**config.mk**
```make
export PLATFORM = sky130hd
export DESIGN_NAME = xbar_slave_arbiter
export DESIGN_NICKNAME = d
export VERILOG_FILES = /design/src/rtl/xbar_arb_pkg.sv /design/src/rtl/rr_pick.sv /design/src/rtl/xbar_slave_arbiter.sv
export SDC_FILE = /design/constraint.sdc
export NUM_CORES = 1
export LEC_CHECK = 0
export ABC_AREA = 1
export BUFFER_PORTS_ARGS = -buffer_cell sky130_fd_sc_hd__buf_4
export CAP_MARGIN = 20
export CORE_MARGIN = 1.5
export CORE_UTILIZATION = 30
export CTS_CLUSTER_DIAMETER = 80
export DETAILED_ROUTE_END_ITERATION = 10
export HOLD_SLACK_MARGIN = 0.05
export PLACE_DENSITY = 0.67
export SYNTH_ARGS = -nofsm -noshare
export SYNTH_HDL_FRONTEND = slang
export SYNTH_SLANG_ARGS = --single-unit
```
**constraint.sdc**
```tcl
create_clock -name aclk -period 1.9 [get_ports aclk]
set_clock_uncertainty 0.05 [all_clocks]
set_input_delay 0.38 -clock aclk [delete_from_list [all_inputs] [get_ports aclk]]
set_output_delay 0.38 -clock aclk [all_outputs]
set_load 0.1 [all_outputs]
```
**src/rtl/xbar_arb_pkg.sv**
```systemverilog
// Shared types and constants for the crossbar slave-side arbiters.
package xbar_arb_pkg;

  typedef enum logic [1:0] {
    ARB       = 2'd0,
    WAIT_ACK  = 2'd1,
    WAIT_RESP = 2'd2,
    DONE      = 2'd3
  } arb_state_e;

  localparam logic CMD_READ  = 1'b0;
  localparam logic CMD_WRITE = 1'b1;

  // Wide enough for any DATA_W in the fabric; users slice the low bits.
  localparam int                         TIMEOUT_RDATA_W = 256;
  localparam logic [TIMEOUT_RDATA_W-1:0] TIMEOUT_RDATA   = '1;

endpackage

```
**src/rtl/rr_pick.sv**
```systemverilog
// Combinational round-robin selector: first requester after `last`, wrapping.
module rr_pick #(
  parameter int N     = 4,
  parameter int IDX_W = $clog2(N)
) (
  input  logic [N-1:0]     req,
  input  logic [IDX_W-1:0] last,
  output logic [IDX_W-1:0] idx,
  output logic             valid
);

  logic [IDX_W:0] cand;

  // Walk from the farthest offset down so the nearest requester is written last.
  always_comb begin
    cand  = '0;
    idx   = '0;
    valid = 1'b0;
    for (int off = N; off >= 1; off--) begin
      cand = {1'b0, last} + (IDX_W+1)'(off);
      if (cand >= (IDX_W+1)'(N)) cand = cand - (IDX_W+1)'(N);
      if (req[cand[IDX_W-1:0]]) begin
        idx   = cand[IDX_W-1:0];
        valid = 1'b1;
      end
    end
  end

endmodule

```
**src/rtl/xbar_slave_arbiter.sv**
```systemverilog
// Round-robin arbiter sharing one crossbar slave port among MASTER_NUM masters,
// one outstanding transaction at a time, with a per-phase watchdog.
//
// state     | meaning
// ARB       | idle; pick next requester after last_grant
// WAIT_ACK  | s_req driven, waiting for slave acceptance
// WAIT_RESP | accepted, waiting for slave completion
// DONE      | m_resp pulse to grantee; gap before next arbitration
module xbar_slave_arbiter
  import xbar_arb_pkg::*;
#(
  parameter int MASTER_NUM = 4,
  parameter int ADDR_W     = 32,
  parameter int DATA_W     = 32,
  parameter int TIMEOUT    = 255
) (
  input  logic                                aclk,
  input  logic                                areset,
  input  logic [MASTER_NUM-1:0]               m_req,
  input  logic [MASTER_NUM-1:0]               m_cmd,
  input  logic [MASTER_NUM-1:0][ADDR_W-1:0]   m_addr,
  input  logic [MASTER_NUM-1:0][DATA_W-1:0]   m_wdata,
  output logic [MASTER_NUM-1:0]               m_ack,
  output logic [MASTER_NUM-1:0]               m_resp,
  output logic [DATA_W-1:0]                   m_rdata,
  output logic                                s_req,
  output logic                                s_cmd,
  output logic [ADDR_W-1:0]                   s_addr,
  output logic [DATA_W-1:0]                   s_wdata,
  input  logic                                s_ack,
  input  logic                                s_resp,
  input  logic [DATA_W-1:0]                   s_rdata,
  output logic [$clog2(MASTER_NUM)-1:0]       grant_id,
  output logic                                busy,
  output logic                                timeout_err
);

  localparam int          GW         = $clog2(MASTER_NUM);
  localparam logic [15:0] WDOG_LIMIT = 16'(TIMEOUT);

  arb_state_e    state;
  logic [GW-1:0] last_grant;
  logic [GW-1:0] pick_idx;
  logic          pick_valid;
  logic [15:0]   wdog;

  rr_pick #(.N(MASTER_NUM)) u_pick (
    .req   (m_req),
    .last  (last_grant),
    .idx   (pick_idx),
    .valid (pick_valid)
  );

  always_ff @(posedge aclk) begin
    if (areset) begin
      state       <= ARB;
      last_grant  <= GW'(MASTER_NUM - 1);
      grant_id    <= '0;
      wdog        <= '0;
      m_ack       <= '0;
      m_resp      <= '0;
      m_rdata     <= '0;
      s_req       <= 1'b0;
      s_cmd       <= CMD_READ;
      s_addr      <= '0;
      s_wdata     <= '0;
      busy        <= 1'b0;
      timeout_err <= 1'b0;
    end else begin
      m_ack       <= '0;
      m_resp      <= '0;
      timeout_err <= 1'b0;
      case (state)
        ARB: begin
          if (pick_valid) begin
            grant_id <= pick_idx;
            s_req    <= 1'b1;
            s_cmd    <= m_cmd[pick_idx];
            s_addr   <= m_addr[pick_idx];
            s_wdata  <= m_wdata[pick_idx];
            wdog     <= '0;
            busy     <= 1'b1;
            state    <= WAIT_ACK;
          end else begin
            s_cmd   <= CMD_READ;
            s_addr  <= '0;
            s_wdata <= '0;
          end
        end
        WAIT_ACK: begin
          if (s_ack) begin
            s_req           <= 1'b0;
            m_ack[grant_id] <= 1'b1;
            if (s_resp) begin
              m_rdata          <= s_rdata;
              m_resp[grant_id] <= 1'b1;
              state            <= DONE;
            end else begin
              wdog  <= '0;
              state <= WAIT_RESP;
            end
          end else if (wdog == WDOG_LIMIT) begin
            // Never accepted: the master still gets its ack so it can drop m_req.
            s_req            <= 1'b0;
            m_ack[grant_id]  <= 1'b1;
            m_rdata          <= TIMEOUT_RDATA[DATA_W-1:0];
            m_resp[grant_id] <= 1'b1;
            timeout_err      <= 1'b1;
            state            <= DONE;
          end else begin
            wdog <= wdog + 16'd1;
          end
        end
        WAIT_RESP: begin
          if (s_resp) begin
            m_rdata          <= s_rdata;
            m_resp[grant_id] <= 1'b1;
            state            <= DONE;
          end else if (wdog == WDOG_LIMIT) begin
            s_req            <= 1'b0;
            m_rdata          <= TIMEOUT_RDATA[DATA_W-1:0];
            m_resp[grant_id] <= 1'b1;
            timeout_err      <= 1'b1;
            state            <= DONE;
          end else begin
            wdog <= wdog + 16'd1;
          end
        end
        DONE: begin
          last_grant <= grant_id;
          busy       <= 1'b0;
          state      <= ARB;
        end
        default: state <= ARB;
      endcase
    end
  end

endmodule

```
Yosys cells after proc, flatten, opt, wreduce, memory -nomap -nowiden
Index checks and enable logic that the tools add are counted.
{ "word_totals": {"word_cells": 117, "reg_bits": 130, "in_bits": 300, "output_inout_bits": 110} }
{ "classes": {"n_reduce_logical": 11, "add_sub_neg": 9, "bitwise_logic": 1, "eq_ne": 8, "n_lt_le_gt_ge": 11, "mux": 64} }
{ "op_table": {"columns": ["op", "count"], "rows": [
  ["$mux 32", 8],
  ["$bmux 32 s2", 2],
  ["$mux 16", 5],
  ["$pmux 32 s2", 1],
  ["$pmux 16 s3", 1],
  ["$mux 2", 12],
  ["$mux 4", 5],
  ["$mux 1", 19],
  ["$lt 2x3->1 const B", 6],
  ["$add 16x1->16 const B", 1],
  ["$eq 16x8->1 const B", 1],
  ["$ge 3x3->1 const B", 4],
  ["$bmux 1 s2", 5],
  ["$pmux 2 s4", 1],
  ["$pmux 4 s2", 1],
  ["$sub 2x1->2 const B", 4],
  ["$add 2x2->3 const B", 2],
  ["$ne 3x3->1 const B", 2],
  ["$reduce_and 2->1", 3],
  ["$eq 2x2->1 const B", 2],
  ["$ne 2x2->1 const B", 2],
  ["$pmux 1 s2", 2],
  ["$reduce_and 4->1", 1],
  ["$reduce_bool 2->1", 2],
  ["other kinds (12)", 12]
]} }

Logic depth before layout (Yosys ltp)
{ "logic_depth": {"ltp_word": 12, "ltp_mapped": 17, "ltp_nobuf": 15} }

Cells and area by module
A second synthesis with hierarchy kept.
{ "hier_totals": {"hier_cells": 1117, "area_unflattened_um2": 7265.7} }
{ "by_module_without_submodules": {"columns": ["mod", "area_each_um2", "seq_area_each_um2", "n_inst", "cells_each"], "rows": [
  ["xbar_slave_arbiter", 7039.3, 2602.5, 1, 1068],
  ["rr_pick", 226.5, 0.0, 1, 49]
]} }

Least setup slack after synthesis
OpenSTA, ideal clock, no wires.
{ "synth_timing": {"path_type": "flip-flop to flip-flop", "start": "register wdog[0]", "end": "register m_rdata[0]", "path_buffers": 1, "path_stages_with_launch": 11, "arrival_ns": 1.745, "slack_ns": 0.035, "path_cell_list": "dfxtp_1 > ha_1 > nand2_1 > nor2_1 > nand3_1 > nor2_2 > nand2_2 > inv_1 > o21ai_1 > buf_2 > a21oi_1"} }
{ "synth_between": {"elab_chain_len": 4, "elab_cells_between_ends": 5, "classes_between": "eq/ne (1); mux (4)"} }
{ "synth_lines": {"columns": ["element", "line_no", "rtl"], "rows": [
  ["from (decl)", "xbar_slave_arbiter.sv:45", "logic [15:0] wdog;"],
  ["from (signal assigned)", "xbar_slave_arbiter.sv:111", "wdog <= wdog + 16'd1;"],
  ["from (signal assigned)", "xbar_slave_arbiter.sv:126", "wdog <= wdog + 16'd1;"],
  ["$eq 16x8->1 (*)", "xbar_slave_arbiter.sv:102, xbar_slave_arbiter.sv:119", null],
  ["$mux 32 (*)", null, null],
  ["$mux 32, on equally long branches", null, null],
  ["$pmux 32 s2 (*)", null, null],
  ["to (signal assigned)", "xbar_slave_arbiter.sv:106", "m_rdata <= TIMEOUT_RDATA[DATA_W-1:0];"],
  ["to (signal assigned)", "xbar_slave_arbiter.sv:116", "m_rdata <= s_rdata;"],
  ["to (signal assigned)", "xbar_slave_arbiter.sv:121", "m_rdata <= TIMEOUT_RDATA[DATA_W-1:0];"],
  ["to (decl)", "xbar_slave_arbiter.sv:25", "output logic [DATA_W-1:0] m_rdata,"]
]} }
Mark *: on every way between the ends. The rest lies on a longest branch, timed or not.
A chain may end at the register's enable or synchronous reset.

Final worst setup path
{ "layout_timing": {"start": "register last_grant[1]", "end": "register s_wdata[13]"} }
{ "layout_between": {"elab_chain_len": 12, "elab_cells_between_ends": 35, "classes_between": "add/sub (8); order compare (4); mux (23)"} }
{ "layout_lines": {"columns": ["element", "line_no", "rtl"], "rows": [
  ["from (decl)", "xbar_slave_arbiter.sv:42", "logic [GW-1:0] last_grant;"],
  ["from (signal assigned)", "xbar_slave_arbiter.sv:57", "last_grant <= GW'(MASTER_NUM - 1);"],
  ["from (signal assigned)", "xbar_slave_arbiter.sv:130", "last_grant <= grant_id;"],
  ["$add 2x3->3", "rr_pick.sv:20", "cand = {1'b0, last} + (IDX_W+1)'(off);"],
  ["$ge 3x3->1 / $sub 2x1->2 (equally long branches)", "rr_pick.sv:21", "if (cand >= (IDX_W+1)'(N)) cand = cand - (IDX_W+1)'(N);"],
  ["$mux 2", "rr_pick.sv:21", null],
  ["$bmux 1 s2", "rr_pick.sv:22", "if (req[cand[IDX_W-1:0]]) begin"],
  ["$mux 1 (not written as such)", "rr_pick.sv:22", null],
  ["$mux 2 (4 in a row)", "rr_pick.sv:22", null],
  ["$bmux 32 s2", "xbar_slave_arbiter.sv:80", "s_wdata <= m_wdata[pick_idx];"],
  ["$mux 32 (not written as such)", "xbar_slave_arbiter.sv:80", null],
  ["$mux 32 (*)", "xbar_slave_arbiter.sv:75", "if (pick_valid) begin"],
  ["to (signal assigned)", "xbar_slave_arbiter.sv:80", null],
  ["to (decl)", "xbar_slave_arbiter.sv:29", "output logic [DATA_W-1:0] s_wdata,"]
]} }
Mark *: on every way between the ends. The rest lies on a longest branch, timed or not. The select of a mux whose other input is x is not followed.

==> flow_metrics.py <==
metrics = {
    "synth": {
        "syn_nets": 1576,
        "yosysSeqAreaShare_pct": 33.1,
        "synthCells": 1270,
        "netlist_area_mm2": 0.00785,
        "avgSynthCellArea_um2": 6.18,
        "ys_ff_latch": 130,
        "synth.distinct_cells": 32,
        "synth_edf_count": 0,
        "synthArstFlopShare_pct": 0,
        "synth_ff_type": "dfxtp_1",
        "yosys_warnings": 0,
    },
    "cts": {
        "clockRootBuffer": "clkbuf_16",
        "clock-sinks": 130,
        "clk_pin_slew_worst_paths_ns": 0.07,
        "cts_buffers": 17,
        "cts_hold_buf": 0,
        "clkLatencyLatePin_ns": 0.42,
        "cts-root-to-sink-buffers": 2,
        "tritoncts": "done",
        "htreeDepth": 4,
    },
    "global_routing": {
        "grt_use_total_pct": 22.7,
        "grt_max_degree": 63,
        "grt_pass1_wl_um": 48400,
        "busiest_layer": "met2",
        "met3_usage_pct": 4.34,
        "antenna_found_initial": 1,
        "use_met2_pct": 40.9,
        "use_met1_pct": 26.2,
        "grt_overflow": 0,
        "grt_pass1_vias": 9347,
    },
    "layout": {
        "fillers": 2489,
        "mostFrequentLayoutCell": "buf_4",
        "synthToLayoutAreaGrowth_pct": 72.5,
        "drive_gt1_share_pct": 38.6,
        "final_core_util_pct": 52.4,
        "nNetsFinal": 2031,
        "final_cell_mix": "461 x buf_4, 299 x nand2_1, 257 x nand3_1",
    },
    "min_path": {
        "hp-class": "in2reg",
    },
    "worst_setup_path": {
        "required_ns": 2.17,
        "worstSetupStartpoint": "last_grant[1]$_SDFFE_PP1P_",
        "r2r_start": "last_grant[1]$_SDFFE_PP1P_",
        "reg2reg_to": "s_wdata[13]$_SDFFE_PP0P_",
        "path_cells": "inv_4, nand2_1, nand2_4, nand2_4, nand2_4, nand2_4, nand3_4, nand2_8, buf_12, clkbuf_16, nand2_1, nand3_1, nand3_1, nand2_1, inv_1",
        "rr_worst_depth": 15,
        "worstPathMaxFanout": 7,
        "critPathCaptureType": "flop",
        "ff2ff_setup_slack_ns": -0.12,
        "worstSetupPathType": "reg2reg",
        "cpPeakStageDelay_ns": 0.39,
        "cp-endpoint": "s_wdata[13]$_SDFFE_PP0P_",
        "crit_path_start_kind": "flop",
        "worst_path_most_repeated_cell": "nand2_4",
        "critPathSlowestCell": "dfxtp_4",
        "arrival_ns": 2.29,
    },
    "detailed_routing": {
        "dr.pass1.iters": 5,
        "drtAntennaViolNets": 0,
        "drt-initial-drc-count": 778,
        "vias": 10300,
        "drc": 0,
        "vias_per_cell": 4.97,
        "wl_per_cell_um": 16.8,
        "drt_wl_total_um": 34900,
    },
    "sta": {
        "final-hold-violation-count": 0,
        "worstMarginPinSlew_ns": 0.398,
        "rsz0062_at_grt": "yes",
        "setup_viol": 75,
        "min_period_ns": 2.02,
        "whs_ns": 0.180,
        "fmax_mhz": 495,
        "postLayoutSetupSlackWorst_ns": -0.121,
        "period_share_pct": 106,
        "drv_slew": 0,
        "max_slew_margin_pct": 72.8,
    },
    "status": {
        "outcome": "complete, but fails checks",
        "violations": "setup timing",
    },
    "job": {
        "drv_cap": 0,
    },
    "pwr": {
        "p_leak_nw": 6.80,
        "pwr_density_cell_mw_per_mm2": 919,
        "ir_worst_vdd_mv": 0.528,
    },
    "die": {
        "die_height_um": 165,
        "initial_utilization_pct": 30.4,
        "die_area_mm2": 0.0272,
        "core_area_mm2": 0.0258,
        "die_w_um": 165,
        "io_pins": 410,
        "rows": 59,
    },
    "placement": {
        "port_buffers": 409,
        "gp_congestion": 0.923,
        "dp_hpwl_um": 22400,
    },
}
## worst max-delay path: cells and delay by family (launching register included)
kind | cells | cell delay [ns]
buffers and inverters | 4 | 0.38
flip-flops | 1 | 0.39
AND/OR/NAND/NOR | 11 | 1.08
## worst min path at each step
| stage | start | to | cells after the start |
|---|---|---|---|
| 4_1_cts | s_rdata[12] | m_rdata[12]$_SDFFE_PP0P_ | 3 |
| 3_5_place_dp | m_rdata[23]$_SDFFE_PP0P_ | m_rdata[23]$_SDFFE_PP0P_ | 2 |
| 6_report | s_rdata[0] | m_rdata[0]$_SDFFE_PP0P_ | 3 |
| 2_1_floorplan | wdog[3]$_SDFFE_PP0P_ | wdog[3]$_SDFFE_PP0P_ | 2 |
| 3_3_place_gp | m_rdata[23]$_SDFFE_PP0P_ | m_rdata[23]$_SDFFE_PP0P_ | 2 |
| 5_1_grt | s_rdata[8] | m_rdata[8]$_SDFFE_PP0P_ | 3 |
## area by class of cell
type / count / area (um2) / share of cell area, %
timing repair inverter: 1 / 7.51 / 0.0554
tap: 335 / 419 / 3.09
multi-input combinational: 880 / 4650 / 34.4
antenna: 1 / 2.50 / 0.0185
clock inverter: 15 / 163 / 1.20
sequential: 130 / 2610 / 19.3
inverter: 177 / 687 / 5.07
clock buffer: 17 / 425 / 3.14
timing repair buffer: 518 / 4570 / 33.8
## sequential cells by signal, indices dropped and copies added, names as in the netlist
signal,count
last_grant,2
s_wdata,32
busy,1
s_addr,32
m_ack,4
state,2
m_rdata,32
timeout_err,1
wdog,16
m_resp,4
s_req,1
s_cmd,1
grant_id,2
## power breakdown
group | switching, mW | internal (mW)
clock | 1.49 | 1.76
sequential | 0.178 | 3.03
combinational | 3.99 | 2.00
## cells by family after synthesis
kind of cell             share of synthesized area, %
AND/OR/NAND/NOR                                  40.8
buffers and inverters                            14.4
AO/OA/AOI/OAI                                    10.5
flip-flops                                       33.1
adder cells (fa/ha/maj)                         0.956
XOR/XNOR                                        0.223
## repair_timing
item	CTS	global route
setup buffers	16	6
setup endpoints to repair	98	126
pin swaps	16	30
resized for setup	63	118
cloned	9	18
## layer usage
metal	vias up	wire length [um]	part of all wire, %
met2	465	17600	50
li1	5041	-	-
met5	-	0	0
met3	70	2660	7.6
met1	4737	13700	39
met4	0	974	2.8
## cell usage after synthesis, drive strengths merged, types with 5 or more instances
library cell | number | share of area [%]
nor3 | 5 | 0.32
a21oi | 97 | 6.2
nand3 | 301 | 19
nor2 | 43 | 2.3
nand3b | 26 | 2.5
dfxtp | 130 | 33
nand4 | 5 | 0.40
inv | 177 | 8.5
ha | 6 | 0.96
clkbuf | 26 | 1.2
buf | 60 | 4.7
o21ai | 53 | 3.4
nand2 | 327 | 16
## through the flow
step	area, um2	power (mW)	std cells	TNS (ns)	setup WS, ns
2_1_floorplan	7850	6.81	1270	0	0.0349
3_3_place_gp	11600	8.41	1996	-15.79	-0.305
3_5_place_dp	11600	8.43	1996	-19.94	-0.369
4_1_cts	12800	12.1	2053	-3.87	-0.0878
5_1_grt	13500	13.0	2074	-13.46	-0.212
6_report	13500	12.4	2074	-4.32	-0.121
Note: power is estimated with default switching activity, not from simulation.
